**src/rtl/seg_scan_ctrl.sv**
```systemverilog
`default_nettype none
// ============================================================================
// Module      : seg_scan_ctrl
// Description : Upstream driver for a 4-digit seven-segment display stage.
//               A programmable prescaler advances a 2-bit digit-scan index.
//               New display words from a CPU producer arrive through a
//               valid/ready handshake into a one-entry shadow buffer. The
//               word is committed to disp_num only at a frame boundary, so
//               the display never tears mid-frame.
// Ports       : clk        - system clock, rising edge
//               clr        - asynchronous active-low reset
//               ld_valid   - producer offers ld_data this cycle
//               ld_data    - 32-bit word to display
//               ld_ready   - shadow buffer empty (registered)
//               hold       - freeze prescaler and scan index
//               disp_num   - committed display word (registered)
//               Scanning   - digit index 0..3 (registered)
//               frame_tick - one-cycle pulse when Scanning wraps 3->0
// Revision    : 1.0 - initial release
// ============================================================================
module seg_scan_ctrl #(
  parameter int          SCAN_DIV = 50000,
  parameter logic [31:0] INIT_VAL = 32'h0000_0000
) (
  input  logic        clk,
  input  logic        clr,
  input  logic        ld_valid,
  input  logic [31:0] ld_data,
  output logic        ld_ready,
  input  logic        hold,
  output logic [31:0] disp_num,
  output logic [1:0]  Scanning,
  output logic        frame_tick
);

  // $clog2(1) is 0, so the divider counter is kept at least one bit wide.
  localparam int               DIV_W   = (SCAN_DIV > 1) ? $clog2(SCAN_DIV) : 1;
  localparam logic [DIV_W-1:0] DIV_MAX = DIV_W'(SCAN_DIV - 1);

  logic [DIV_W-1:0] div_cnt_q, div_cnt_d;
  logic [1:0]       scan_q, scan_d;
  logic             tick_q, tick_d;
  logic [31:0]      disp_q, disp_d;
  logic [31:0]      shadow_q, shadow_d;
  logic             pend_q, pend_d;

  logic             w_step;
  logic             w_boundary;
  logic             w_accept;
  logic             w_commit;

  assign w_step     = (div_cnt_q == DIV_MAX) & ~hold;
  assign w_boundary = w_step & (scan_q == 2'd3);
  // Ready comes straight from pend_q, so accept never feeds back into ready.
  assign w_accept   = ld_valid & ~pend_q;
  assign w_commit   = w_boundary & pend_q;

  // ---------------------------------------------------------------------------
  // State register
  // ---------------------------------------------------------------------------
  always_ff @(posedge clk or negedge clr) begin
    if (!clr) begin
      div_cnt_q <= '0;
      scan_q    <= 2'd0;
      tick_q    <= 1'b0;
      disp_q    <= INIT_VAL;
      shadow_q  <= 32'h0;
      pend_q    <= 1'b0;
    end else begin
      div_cnt_q <= div_cnt_d;
      scan_q    <= scan_d;
      tick_q    <= tick_d;
      disp_q    <= disp_d;
      shadow_q  <= shadow_d;
      pend_q    <= pend_d;
    end
  end

  // ---------------------------------------------------------------------------
  // Prescaler and scan index
  // ---------------------------------------------------------------------------
  always_comb begin
    div_cnt_d = div_cnt_q;
    scan_d    = scan_q;
    if (!hold) begin
      if (div_cnt_q == DIV_MAX) begin
        div_cnt_d = '0;
        scan_d    = scan_q + 2'd1;
      end else begin
        div_cnt_d = div_cnt_q + DIV_W'(1);
      end
    end
  end

  // Boundary already excludes hold, so the pulse is suppressed while frozen.
  always_comb begin
    tick_d = w_boundary;
  end

  // ---------------------------------------------------------------------------
  // Shadow buffer and commit
  // ---------------------------------------------------------------------------
  // Accept and commit are mutually exclusive: accept needs pend_q=0, commit
  // needs pend_q=1. An accept on a boundary edge therefore only fills the
  // shadow; there is no bypass to the display word.
  always_comb begin
    disp_d   = disp_q;
    shadow_d = shadow_q;
    pend_d   = pend_q;
    if (w_commit) begin
      disp_d = shadow_q;
      pend_d = 1'b0;
    end
    if (w_accept) begin
      shadow_d = ld_data;
      pend_d   = 1'b1;
    end
  end

  // ---------------------------------------------------------------------------
  // Outputs
  // ---------------------------------------------------------------------------
  always_comb begin
    ld_ready   = ~pend_q;
    disp_num   = disp_q;
    Scanning   = scan_q;
    frame_tick = tick_q;
  end

endmodule
`default_nettype wire

```
**config.mk**
```make
export PLATFORM = sky130hd
export DESIGN_NAME = seg_scan_ctrl
export DESIGN_NICKNAME = d
export VERILOG_FILES = /design/src/rtl/seg_scan_ctrl.sv
export SDC_FILE = /design/constraint.sdc
export NUM_CORES = 1
export LEC_CHECK = 0
export CAP_MARGIN = 20
export CORE_MARGIN = 2
export CORE_UTILIZATION = 40
export CTS_BUF_LIST = sky130_fd_sc_hd__clkbuf_4 sky130_fd_sc_hd__clkbuf_8
export DETAILED_ROUTE_END_ITERATION = 8
export HOLD_SLACK_MARGIN = 0.15
export PLACE_DENSITY = 0.65
export SLEW_MARGIN = 20
export SYNTH_ARGS = -nofsm -noshare
export SYNTH_HDL_FRONTEND = slang
export SYNTH_SLANG_ARGS = --single-unit
```
**constraint.sdc**
```tcl
create_clock -name clk -period 5.1 [get_ports clk]
set_clock_uncertainty 0.2 [all_clocks]
set_input_delay 0.765 -clock clk [delete_from_list [all_inputs] [get_ports clk]]
set_output_delay 0.765 -clock clk [all_outputs]
set_load 0.02 [all_outputs]
```
==> flow_metrics.py <==
metrics = {
    "grt": {
        "grt_max_degree": 85,
        "track_usage_pct": 14.8,
        "grt_pass1_wl_um": 10300,
        "grt_pass1_vias": 2146,
        "antenna_found_initial": 0,
        "grt-ovfl-total": 0,
    },
    "floorplan": {
        "io-pin-count": 72,
        "initial_core_util_pct": 41.4,
        "dieWidth_um": 96.4,
        "core_area_mm2": 0.00826,
        "num_rows": 33,
        "die_y_um": 96.4,
        "dieArea_mm2": 0.00930,
    },
    "synth": {
        "ys_seq_area_share_pct": 61.5,
        "netlist_top_cells_area": "dfrtp_1 62%, mux2_1 12%, mux2_2 9.9%",
        "netlist_area_mm2": 0.00342,
        "synth_edf_count": 0,
        "ys_types": 34,
        "yosys-top-cells-count": "84 x dfrtp_1, 35 x mux2_1, 30 x mux2_2",
        "synth_area_per_cell_um2": 14.5,
        "synth_seq_cells": 84,
        "yosys.area.top_type": "dfrtp_1",
        "synthFlopType": "dfrtp_1",
        "netlist_instances": 236,
        "synthArstFlopShare_pct": 100,
        "synth_nets": 274,
        "yosys_warnings": 0,
        "yosysTopAreaCellShare_pct": 61.5,
        "synth_most_common_cell": "dfrtp_1",
    },
    "clock_tree": {
        "h-tree-depth": 3,
        "hold_buffers": 0,
        "clockRootBuffer": "clkbuf_8",
        "clock-sinks": 84,
        "path_clk_slew_ns": 0.09,
        "numCtsBuffers": 9,
        "cts_tree": "yes",
        "cts_resized": 0,
        "clk_latency_ns": 0.34,
        "cts_buffer_depth": 2,
        "cts_setup_buffers": 0,
    },
    "detailed_routing": {
        "post_drt_wl_per_cell_um": 15.2,
        "vias_per_cell": 5.00,
        "drt_iter0_markers": 59,
        "drc_errors": 0,
        "ant_nets": 0,
        "via_count": 2091,
        "finalWirelength_um": 6350,
        "dr.pass1.iters": 4,
    },
    "power_and_ir_drop": {
        "p_per_area_mw_per_mm2": 322,
        "power_leakage_nw": 2.09,
        "ir_drop_v": 0.000181,
    },
    "sta": {
        "rsz0062_at_grt": "false",
        "whs_ns": 0.257,
        "fin_tns_setup_ns": 0,
        "max_freq_mhz": 344,
        "hold_violations": 0,
        "layout_worst_path_cycle_share_pct": 56.9,
        "tightest_slew_ns": 0.987,
        "setup_violations": 0,
        "period_needed_ns": 2.90,
        "max_slew_margin_pct": 34.1,
        "slew_violations": 0,
    },
    "placed_design": {
        "place_congestion": 0.772,
        "hpwlAfterDp_um": 4220,
        "io_buffers": 71,
    },
    "final_layout": {
        "nFillCells": 703,
        "area_growth_pct": 30.2,
        "nets": 346,
        "drive_gt1_share_pct": 16.9,
        "antenna_cells": 0,
    },
    "worst_setup_path": {
        "crit_path_max_fanout": 33,
        "rr_worst_depth": 5,
        "crit_path_start_kind": "input pin",
        "r2r_slack_ns": 2.64,
        "r2r-start": "div_cnt_q[0]",
        "worstPathArrival_ns": 2.93,
        "critPathCaptureType": "flip-flop",
        "crit-reg2reg-capture": "disp_num[10]",
        "critPathKind": "in2reg",
        "cp.required_ns": 5.13,
    },
    "min_path": {
        "hold_class": "in2async",
    },
    "job": {
        "drv_cap": 0,
    },
    "run_status": {
        "status": "completed",
    },
}
-- cell type report --
| type | count | area [um2] | area share [%] |
|---|---|---|---|
| multi-input combinational | 140 | 1250 | 28.2 |
| timing repair buffer | 71 | 712 | 16.0 |
| clock inverter | 6 | 111 | 2.50 |
| clock buffer | 10 | 131 | 2.95 |
| tap | 105 | 131 | 2.95 |
| sequential | 84 | 2100 | 47.3 |
| inverter | 2 | 7.51 | 0.169 |
-- power by group --
group,internal [mW],switching (mW)
combinational,0.0645,0.0419
sequential,0.714,0.0431
clock,0.332,0.237
-- flip-flops by register name, summed over array words and instances (netlist names) --
name / count
disp_num: 32
shadow_q: 32
div_cnt_q: 16
Scanning: 2
frame_tick: 1
pend_q: 1
-- critical path, stage by stage --
cell and delay, ns:
clkdlybuf4s50_1 0.53, nand4b_2 0.40, nand4b_4 0.32, nor2_8 0.52, mux2_1 0.38
-- metrics by stage --
stage / std cells / total power [mW] / worst slack [ns] / util (%) / instance area, um2
after detailed placement: 402 / 0.879 / 1.81 / 50.9 / 4200
after global placement: 402 / 0.874 / 1.87 / 50.9 / 4200
after CTS: 418 / 1.45 / 2.19 / 53.8 / 4440
after floorplan: 236 / 0.820 / 2.66 / - / 3420
after global routing: 418 / 1.50 / 2.05 / 53.9 / 4450
final: 418 / 1.43 / 2.20 / 53.9 / 4450
-- cell usage in the layout, fill, tap and decap left out, types with 2 or more instances in the layout --
cell / count
dfrtp_1: 84
clkdlybuf4s50_1: 70
mux2_1: 35
mux2_2: 30
nand2_1: 13
nor2_1: 12
clkbuf_8: 9
xnor2_1: 8
nand4_1: 6
nand3_1: 4
nor4_1: 4
xor2_1: 4
o21ai_0: 4
bufinv_16: 3
inv_1: 2
nor4b_2: 2
ha_1: 2
-- worst max-delay path by stage --
stage                     start           end  cells after the start  slack, ns
after floorplan            hold   disp_num[0]                      6       2.66
after global placement     hold   disp_num[8]                      5       1.87
after detailed placement   hold   disp_num[0]                      5       1.81
after CTS                  hold  disp_num[10]                      5       2.19
after global routing       hold  disp_num[13]                      5       2.05
final                      hold  disp_num[10]                      5       2.20
-- metal layers --
layer / track usage, % / vias to the layer above / routed length (um)
li1: - / 976 / -
met1: 20.0 / 1044 / 3130
met2: 22.5 / 64 / 2800
met3: 3.41 / 7 / 332
met4: 7.04 / 0 / 91
met5: 0 / - / 0
-- cell families (layout without fill, tap and decap cells) --
family                     Yosys count  in the layout  synth area share, %
AOI/OAI and AO/OA                    5              5                0.842
xor gates and xnor gates            12             12                 3.08
adders and majority gates            2              2                0.732
buffers and inverters               12             89                 2.05
DFF                                 84             84                 61.5
muxes                               66             66                 21.7
and+or+nand+nor                     55             55                 10.1
(Power assumes the default switching activity.)
